### config.mk
export PLATFORM = sky130hd
export DESIGN_NAME = serial_in
export DESIGN_NICKNAME = d
export VERILOG_FILES = /design/src/rtl/serial_pkg.sv /design/src/rtl/sync_fifo.sv /design/src/rtl/serial_in.sv
export SDC_FILE = /design/constraint.sdc
export NUM_CORES = 1
export LEC_CHECK = 0
export CORE_ASPECT_RATIO = 2
export CORE_MARGIN = 2
export CORE_UTILIZATION = 35
export CTS_BUF_LIST = sky130_fd_sc_hd__clkbuf_2
export DETAILED_ROUTE_END_ITERATION = 8
export GPL_ROUTABILITY_DRIVEN = 0
export GPL_TIMING_DRIVEN = 0
export PLACE_DENSITY = 0.51
export SYNTH_ARGS = -nofsm -noshare
export SYNTH_HDL_FRONTEND = slang
export SYNTH_SLANG_ARGS = --single-unit
### constraint.sdc
create_clock -name clk -period 8.1 [get_ports clk]
set_input_delay 1.215 -clock clk [delete_from_list [all_inputs] [get_ports clk]]
set_output_delay 1.215 -clock clk [all_outputs]
set_load 0.01 [all_outputs]
### src/rtl/serial_pkg.sv
// serial_pkg: shared constants and types for the serial_in receiver.
//   DEPTH_DEF   - default receive FIFO depth in bytes
//   TIMEOUT_DEF - default idle clk cycles before a partial byte is aborted
//   BCNT_W      - width of the received-bit counter
//   byte_t      - one received byte
package serial_pkg;
   localparam int DEPTH_DEF   = 8;
   localparam int TIMEOUT_DEF = 4096;
   localparam int BCNT_W      = 4;
   typedef logic [7:0] byte_t;
endpackage

### src/rtl/sync_fifo.sv
// sync_fifo: single-clock first-word-fall-through byte FIFO.
//   clk, rst_n  - clock, async active-low reset (pointers only)
//   push, wdata - write request and data; dropped when full unless popping
//   pop         - pop request; ignored when empty
//   rdata       - head byte, forced to 0 while empty
//   full, empty - occupancy flags
//   count       - bytes held, 0..DEPTH
module sync_fifo
   import serial_pkg::*;
#(
   parameter int DEPTH = DEPTH_DEF
) (
   input  logic                     clk,
   input  logic                     rst_n,
   input  logic                     push,
   input  byte_t                    wdata,
   input  logic                     pop,
   output byte_t                    rdata,
   output logic                     full,
   output logic                     empty,
   output logic [$clog2(DEPTH):0]   count
);
   localparam int AW = $clog2(DEPTH);
   localparam logic [AW:0] FULL_CNT = (AW+1)'(DEPTH);
   localparam logic [AW:0] ONE      = (AW+1)'(1);

   // Pointers carry one extra wrap bit so full and empty are distinguishable.
   logic [AW:0] wr_ptr, rd_ptr;
   byte_t       mem [DEPTH];
   logic        pop_ok, push_ok;

   assign count   = wr_ptr - rd_ptr;
   assign empty   = (count == '0);
   assign full    = (count == FULL_CNT);
   assign pop_ok  = pop & ~empty;
   // A pop in the same cycle frees the slot, so a push while full still lands.
   assign push_ok = push & (~full | pop_ok);
   assign rdata   = empty ? '0 : mem[rd_ptr[AW-1:0]];

   always_ff @(posedge clk or negedge rst_n) begin
      if (!rst_n) begin
         wr_ptr <= '0;
         rd_ptr <= '0;
      end else begin
         if (push_ok) wr_ptr <= wr_ptr + ONE;
         if (pop_ok)  rd_ptr <= rd_ptr + ONE;
      end
   end

   // Storage holds no meaningful state across reset, so it is left unreset.
   always_ff @(posedge clk) begin
      if (push_ok) mem[wr_ptr[AW-1:0]] <= wdata;
   end
endmodule

### src/rtl/serial_in.sv
// serial_in: clocked-serial byte receiver with receive FIFO.
//   clk, rst_n     - system clock, async active-low reset
//   sclk, sdata    - serial bit clock (idles low) and data, asynchronous to clk;
//                    data is sampled on sclk falling edges, LSB first
//   rd_en          - pop the FIFO head
//   err_clr        - clear the sticky ovf / frm_err flags
//   rd_data        - FIFO head byte (first-word-fall-through)
//   empty, count   - FIFO occupancy
//   ovf            - sticky: a byte was dropped because the FIFO was full
//   frm_err        - sticky: a partial byte was aborted by the idle timeout
module serial_in
   import serial_pkg::*;
#(
   parameter int DEPTH   = DEPTH_DEF,
   parameter int TIMEOUT = TIMEOUT_DEF
) (
   input  logic                     clk,
   input  logic                     rst_n,
   input  logic                     sclk,
   input  logic                     sdata,
   input  logic                     rd_en,
   input  logic                     err_clr,
   output byte_t                    rd_data,
   output logic                     empty,
   output logic [$clog2(DEPTH):0]   count,
   output logic                     ovf,
   output logic                     frm_err
);
   localparam int IW = $clog2(TIMEOUT + 1);
   localparam logic [IW-1:0]     IDLE_MAX = IW'(TIMEOUT);
   localparam logic [BCNT_W-1:0] LAST_BIT = BCNT_W'(7);
   localparam logic [BCNT_W-1:0] BONE     = BCNT_W'(1);
   localparam logic [IW-1:0]     IONE     = IW'(1);

   logic              sclk_m, sclk_s, sclk_d;
   logic              sdata_m, sdata_s;
   logic [IW-1:0]     idle_cnt;
   logic [BCNT_W-1:0] bit_cnt;
   byte_t             shreg;
   byte_t             push_byte;
   logic              push_q;
   logic              fall, any_edge, byte_done, abort;
   logic              fifo_full, ovf_set;

   assign fall      = sclk_d & ~sclk_s;
   assign any_edge  = sclk_d ^ sclk_s;
   assign byte_done = fall && (bit_cnt == LAST_BIT);
   // An edge this cycle means the line is alive, so it overrides the timeout.
   assign abort     = ~any_edge && (idle_cnt == IDLE_MAX) && (bit_cnt != '0);

   always_ff @(posedge clk or negedge rst_n) begin
      if (!rst_n) begin
         sclk_m    <= 1'b0;
         sclk_s    <= 1'b0;
         sclk_d    <= 1'b0;
         sdata_m   <= 1'b0;
         sdata_s   <= 1'b0;
         idle_cnt  <= '0;
         bit_cnt   <= '0;
         shreg     <= '0;
         push_byte <= '0;
         push_q    <= 1'b0;
      end else begin
         sclk_m  <= sclk;
         sclk_s  <= sclk_m;
         sclk_d  <= sclk_s;
         sdata_m <= sdata;
         sdata_s <= sdata_m;

         if (any_edge)                  idle_cnt <= '0;
         else if (idle_cnt != IDLE_MAX) idle_cnt <= idle_cnt + IONE;

         // Completed byte is registered and pushed on the following edge.
         push_q <= byte_done;
         if (byte_done) begin
            push_byte <= {sdata_s, shreg[7:1]};
            shreg     <= '0;
            bit_cnt   <= '0;
         end else if (fall) begin
            shreg   <= {sdata_s, shreg[7:1]};
            bit_cnt <= bit_cnt + BONE;
         end else if (abort) begin
            shreg   <= '0;
            bit_cnt <= '0;
         end
      end
   end

   // When full, empty is 0, so a pop in the same cycle always makes room.
   assign ovf_set = push_q & fifo_full & ~rd_en;

   always_ff @(posedge clk or negedge rst_n) begin
      if (!rst_n) begin
         ovf     <= 1'b0;
         frm_err <= 1'b0;
      end else begin
         ovf     <= ovf_set | (ovf & ~err_clr);
         frm_err <= abort   | (frm_err & ~err_clr);
      end
   end

   sync_fifo #(.DEPTH(DEPTH)) u_fifo (
      .clk   (clk),
      .rst_n (rst_n),
      .push  (push_q),
      .wdata (push_byte),
      .pop   (rd_en),
      .rdata (rd_data),
      .full  (fifo_full),
      .empty (empty),
      .count (count)
   );
endmodule

==> out/qor.yml, run 1 <==
final_layout:
  layout.cells.non_filler: 543
  layout-drive-gt1-share_pct: 12.92
  fin_area_mm2: 0.005326
  nNetsFinal: 400
  syn_to_final_growth_pct: 12.38
  post-route-util_pct: 39.86
cts:
  post_cts_resized: 0
  cts_sinks: 112
  clkLatencyLatePin_ps: 590
  clk_pin_slew_ps: 280
  htree_levels: 3
  root_buffer: "clkbuf_2"
  cts_buffers: 9
  cts_setup_buffers: 0
  cts_tree: "yes"
  ctsHoldBuffers: 0
  cts_buffer_depth: 2
synth:
  synth-xor-area-share_pct: 2.957
  synth_top_family_by_area: "simple AND/OR/NAND/NOR gates"
  synth_edf_count: 64
  synth.yosys.seq_area_share_pct: 65.89
  synth_compound_area_share_pct: 4.409
  synth_area_mm2: 0.004740
  synth_top_area_share_pct: 40.55
  ys_ff_latch: 112
  yosysMostFrequentCell: "nand2_1"
  netlist_instances: 348
  synthSimpleGateAreaFrac_pct: 12.78
  synth.distinct_cells: 43
  netlist_top_cells_area: "edfxtp_1 (41%), dfrtp_1 (25%), mux4_2 (7.6%)"
  ys_top_cells_by_count: "nand2_1 (69), edfxtp_1 (64), dfrtp_1 (48), nor2_1 (18), mux4_2 (16)"
  yosys_warnings: 0
  synth_fa_ha_area_share_pct: 3.326
  synthesis.nets: 366
  synth_area_per_cell_um2: 13.62
  synthFlopType: "edfxtp_1"
  synth_top_area_cell: "edfxtp_1"
  synth.area.mux_share_pct: 8.078
  async_reset_ff_share_pct: 42.86
global_route:
  grt_pass1_wl_mm: 14.79
  grt_max_degree: 31
  antenna_found_initial: 1
  grt_pass1_vias: 2812
  grtUsageTotal_pct: 13.49
  overflow: 0
placement:
  pre_cts_slack_ps: 3344
  placed_area_mm2: 0.005159
  dp_hpwl_mm: 6.753
  io_buffers: 20
  dp.cells: 526
floorplanning:
  die_h_um: 168.6
  core_area_mm2: 0.01336
  rows: 60
  io-pin-count: 21
  initial_core_util_pct: 35.47
  die-area_mm2: 0.01455
  chipWidth_um: 86.29
sta:
  clock_skew_ps: 18.25
  slew-limit-headroom_pct: 42.50
  min_period_over_period_pct: 65.66
  setup_viol: 0
  fin_hold_ws_ps: 392.6
  hold_violations: 0
  max_freq_mhz: 188.0
  worstMarginPinSlew_ps: 858.8
  post-route-min-period_ps: 5318
  grt_setup_unrepaired: "false"
  tns_ps: 0
  worst_slack_ps: 2782
  maxSlewViolCount: 0
power:
  power.density_mw_per_mm2: 254.1
  irDropWorstVdd_uv: 87.76
  power_mw: 1.353
  leakagePower_nw: 1.978
hold_path:
  hp-start: "sclk_m$_DFF_PN0_"
  whs_path_depth: 0
  hp-class: "reg -> reg"
  holdPathEnd: "sclk_s$_DFF_PN0_"
setup_path:
  end_kind: "primary output"
  path_class: "reg -> out"
  path_max_fanout: 10
  r2r_end: "u_fifo.mem[2][4]$_DFFE_PP_"
  r2r_slack_ps: 4290
  r2r-start: "u_fifo.rd_ptr[1]$_DFFE_PN0P_"
  cp-start-kind: "flop"
  rr_worst_depth: 10
  arrival_ps: 4100
  required_ps: 6880
drt:
  drt_wl_total_mm: 8.986
  ant_nets: 0
  route.vias.total: 2724
  wire_per_inst_um: 16.55
  drtIter0Drc: 135
  remaining_drc_errors: 0
  viasPerCell: 5.017
  drt-pass1-iter-count: 4
flow_run:
  drv_cap: 0
run_status:
  status: "finished clean"
## state kept, by name, summed over array words and instances, names as in the netlist
register and cells:
bit_cnt 4, sclk_m 1, u_fifo.mem 64, frm_err 1
u_fifo.wr_ptr 4, idle_cnt 13, sclk_s 1, sdata_m 1
shreg 7, ovf 1, u_fifo.rd_ptr 4, push_q 1
sdata_s 1, sclk_d 1, push_byte 8
## where the power goes
| group | internal, mW | switching [mW] | total (mW) |
|---|---|---|---|
| combinational | 0.206 | 0.206 | 0.412 |
| clock | 0.133 | 0.180 | 0.313 |
| sequential | 0.615 | 0.0138 | 0.629 |
| total | 0.954 | 0.399 | 1.35 |
## worst max-delay path by stage
stage                                 start    endpoint  cells after the start
3_5_place_dp   u_fifo.rd_ptr[1]$_DFFE_PN0P_  rd_data[4]                     10
2_1_floorplan  u_fifo.rd_ptr[1]$_DFFE_PN0P_  rd_data[0]                      9
6_report       u_fifo.rd_ptr[1]$_DFFE_PN0P_  rd_data[4]                     10
4_1_cts        u_fifo.rd_ptr[1]$_DFFE_PN0P_  rd_data[4]                     10
3_3_place_gp   u_fifo.rd_ptr[1]$_DFFE_PN0P_  rd_data[4]                     10
5_1_grt        u_fifo.rd_ptr[1]$_DFFE_PN0P_  rd_data[4]                     10
## layout make-up
type,instances,area [µm²]
Inverter,17,63.81
Tap cell,155,193.9
Timing Repair Buffer,23,225.2
Sequential cell,112,3123
Buffer,10,57.56
Fill cell,1271,8036
Clock buffer,9,45.04
Antenna cell,1,2.502
Multi-Input combinational cell,209,1495
Clock inverter,7,120.1
## metal layers
metal / share of wire [%] / GRT usage (%)
met5: 0 / 0
met4: 1.8 / 4.552
met3: 1.9 / 3.023
met2: 60 / 26.26
met1: 36 / 13.64
## layout by cell type, fill, tap and decap left out, drive strengths merged, types with 2 or more instances in the layout
cell type | netlist | routed
xnor2 | 7 | 7
nor3 | 3 | 3
edfxtp | 64 | 64
nor4 | 2 | 2
mux4 | 16 | 16
bufinv | 0 | 3
clkbuf | 3 | 12
clkdlybuf4s50 | 0 | 19
o31ai | 2 | 2
ha | 11 | 11
nand3 | 7 | 7
clkinv | 1 | 4
mux2 | 2 | 2
a21oi | 14 | 14
nand2b | 3 | 3
nand3b | 2 | 2
nor2 | 18 | 18
nand4 | 5 | 5
and2 | 3 | 3
o21ai | 15 | 15
nor3b | 3 | 3
xor2 | 9 | 9
dfrtp | 48 | 48
nor4b | 2 | 2
a211o | 2 | 2
buf | 7 | 11
or3 | 5 | 5
nand2 | 70 | 70
and3b | 2 | 2
inv | 16 | 16
## critical path, cell delays in order (launching register included)
cell             delay [ps]
dfrtp_1                 420
buf_2                   290
buf_1                   510
inv_1                   190
fa_1                    460
xor2_1                  180
or3_1                   380
and3b_1                 230
buf_2                   250
a21oi_1                 100
clkdlybuf4s50_1         490
## cells by family after synthesis
family | after synthesis
DFF | 112
AOI/OAI and AO/OA | 37
buffers and inverters | 27
muxes | 18
and+or+nand+nor | 126
xor gates and xnor gates | 16
adders and majority gates | 12
Power figures use the tool's default switching activity.
==> run 2, diff against run 1 <==
--- a/config.mk
+++ b/config.mk
@@ -12,7 +12,7 @@
 export DETAILED_ROUTE_END_ITERATION = 8
 export GPL_ROUTABILITY_DRIVEN = 0
 export GPL_TIMING_DRIVEN = 0
-export PLACE_DENSITY = 0.51
+export PLACE_DENSITY = 0.53
 export SYNTH_ARGS = -nofsm -noshare
 export SYNTH_HDL_FRONTEND = slang
 export SYNTH_SLANG_ARGS = --single-unit
==> constraint.sdc (replaced) <==
create_clock -name clk -period 4.5 [get_ports clk]
set_input_delay 0.675 -clock clk [delete_from_list [all_inputs] [get_ports clk]]
set_output_delay 0.675 -clock clk [all_outputs]
set_load 0.01 [all_outputs]
==> run 2 against run 1 <==
Sequential share of layout area rose by 0.59 points. Total power rose by 70%. Final area fell by 0.96%. Clock skew rose by 19 ps. Clock-buffer cell count did not move. Combinational power rose by 74%. Core utilization fell by 0.38 points. Non-clock buffer count fell by 2.
==> out/qor.yml, run 2 (synthesis gave the netlist of run 1 again) <==
cts:
  htree_levels: 3  # unchanged
  clk_pin_slew_ps: 300  # was 280 ps
  cts_sinks: 112  # unchanged
  root_buffer: "clkbuf_2"  # unchanged
  cts_tree: "yes"  # unchanged
  cts_buffer_depth: 2  # unchanged
  cts_buffers: 9  # unchanged
  clkLatencyLatePin_ps: 580  # was 590 ps
global_route:
  grt_pass1_wl_mm: 14.72  # was 14.79 mm
  grtUsageTotal_pct: 13.31  # was 13.49%
  use_met3_pct: 2.487  # was 3.023%
  grt-busiest-layer: "met2"  # unchanged
  grt_max_degree: 33  # was 31
  overflow: 0  # unchanged
  antenna_found_initial: 1  # unchanged
  grt_pass1_vias: 2862  # was 2812
  grtUsageMet1_pct: 13.85  # was 13.64%
  met2_usage_pct: 25.58  # was 26.26%
setup_path:
  arrival_ps: 3530  # was 4100 ps
  path_class: "reg -> out"  # unchanged
  r2r_end: "u_fifo.mem[3][3]$_DFFE_PP_"  # was u_fifo.mem[2][4]$_DFFE_PP_
  r2r_slack_ps: 1290  # was 4290 ps
  r2r-start: "u_fifo.rd_ptr[1]$_DFFE_PN0P_"  # unchanged
  rr_worst_depth: 8  # was 10
  path_max_fanout: 19  # was 10
  required_ps: 3830  # was 6880 ps
  cp-start-kind: "flop"  # unchanged
  end_kind: "primary output"  # unchanged
final_layout:
  layout.cells.most_common: "nand2_1"  # unchanged
  largest_register_ff_count: 64  # unchanged
  fin_area_mm2: 0.005275  # was 0.005326 mm²
  syn_to_final_growth_pct: 11.30  # was 12.38%
  most-common-layout-cells: "nand2_1 (69), edfxtp_1 (64), dfrtp_1 (47), clkdlybuf4s50_1 (19), nor2_1 (18)"  # was nand2_1 (69), edfxtp_1 (64), dfrtp_1 (48), clkdlybuf4s50_1 (19), nor2_1 (18)
  post-route-util_pct: 39.48  # was 39.86%
  nNetsFinal: 398  # was 400
  layout-drive-gt1-share_pct: 13.25  # was 12.92%
  layout.cells.non_filler: 541  # was 543
hold_path:
  hp-class: "reg -> reg"  # unchanged
  whs_path_depth: 0  # unchanged
  hp-start: "sdata_m$_DFF_PN0_"  # was sclk_m$_DFF_PN0_
  holdPathEnd: "sdata_s$_DFF_PN0_"  # was sclk_s$_DFF_PN0_
drt:
  wire_per_inst_um: 16.32  # was 16.55 µm
  remaining_drc_errors: 0  # unchanged
  drt-pass1-iter-count: 4  # unchanged
  ant_nets: 0  # unchanged
  drt_wl_total_mm: 8.828  # was 8.986 mm
  drtIter0Drc: 146  # was 135
  viasPerCell: 4.969  # was 5.017
  route.vias.total: 2688  # was 2724
flow_run:
  drv_cap: 0  # unchanged
run_status:
  status: "finished clean"  # unchanged
placement:
  dp_hpwl_mm: 6.751  # was 6.753 mm
  placed_area_mm2: 0.005149  # was 0.005159 mm²
  pre_cts_slack_ps: 243.0  # was 3344 ps
  dp.cells: 524  # was 526
  io_buffers: 20  # unchanged
power:
  irDropWorstVdd_uv: 130.2  # was 87.76 µV
  leakagePower_nw: 1.952  # was 1.978 nW
  power_mw: 2.296  # was 1.353 mW
  power.density_mw_per_mm2: 435.2  # was 254.1 mW/mm²
sta:
  slew-limit-headroom_pct: 41.71  # was 42.50%
  max_freq_mhz: 237.6
  maxSlewViolCount: 0  # unchanged
  post-route-min-period_ps: 4209
  worstMarginPinSlew_ps: 870.6  # was 858.8 ps
  tns_ps: 0  # unchanged
  clock_skew_ps: 37.52  # was 18.25 ps
  setup_viol: 0  # unchanged
  min_period_over_period_pct: 93.53
  hold_violations: 0  # unchanged
  fin_hold_ws_ps: 392.2  # was 392.6 ps
  worst_slack_ps: 291.0  # was 2782 ps
  grt_setup_unrepaired: "false"  # unchanged
floorplanning:
  die_h_um: 168.6  # unchanged
  io-pin-count: 21  # unchanged
  chipWidth_um: 86.29  # unchanged
  core_area_mm2: 0.01336  # unchanged
  rows: 60  # unchanged
  die-area_mm2: 0.01455  # unchanged
  initial_core_util_pct: 35.47  # unchanged
==> run 2: cell type report <==
type                    count  area (µm²)
diodes                      1       2.502
clock buffers               9       45.04
well taps                 155       193.9
plain buffers               8       52.55
fillers                  1326        8088
clock inverters             7       62.56
multi-input cells         209        1500
inverters                  17       63.81
flip-flops and latches    112        3124
repair buffers             23       230.2
==> run 2: what timing repair did <==
item / CTS / global route
endpoints found under the hold margin: 16 / 0
hold buffers: 1 / 0
resized for setup: 0 / 2
setup buffers: 0 / 0
endpoints found under the setup margin: 9 / 9
==> run 2: metal layers <==
layer	part of all wire, %	vias to the layer above
li1	-	1308
met1	36	1350
met2	61	26
met3	1.7	4
met4	0.94	0
met5	0	-
==> run 2: worst max-delay path by stage <==
stage / start / endpoint / slack, ps / depth (start not counted)
2_1_floorplan: u_fifo.rd_ptr[1]$_DFFE_PN0P_ / u_fifo.mem[0][0]$_DFFE_PP_ / 1290 / 9
3_3_place_gp: u_fifo.rd_ptr[1]$_DFFE_PN0P_ / u_fifo.mem[0][7]$_DFFE_PP_ / 340 / 9
3_5_place_dp: u_fifo.rd_ptr[1]$_DFFE_PN0P_ / u_fifo.mem[2][7]$_DFFE_PP_ / 240 / 9
4_1_cts: u_fifo.rd_ptr[1]$_DFFE_PN0P_ / rd_data[4] / 3 / 9
5_1_grt: u_fifo.rd_ptr[1]$_DFFE_PN0P_ / rd_data[4] / 20 / 9
6_report: u_fifo.rd_ptr[1]$_DFFE_PN0P_ / rd_data[4] / 290 / 9
==> run 2: worst max-delay path, stage by stage, from the launching register on <==
cell and delay, ps:
dfrtp_1 430, clkbuf_4 320, inv_1 140, fa_1 440, xor2_1 180, or3_1 380
and3b_1 230, buf_2 240, a21oi_1 100, clkdlybuf4s50_1 490
==> run 2: report_power, final <==
group	total, mW	switching (mW)	internal [mW]
Clock	0.432	0.345	0.0867
Sequential	1.15	0.0410	1.11
Combinational	0.715	0.347	0.368
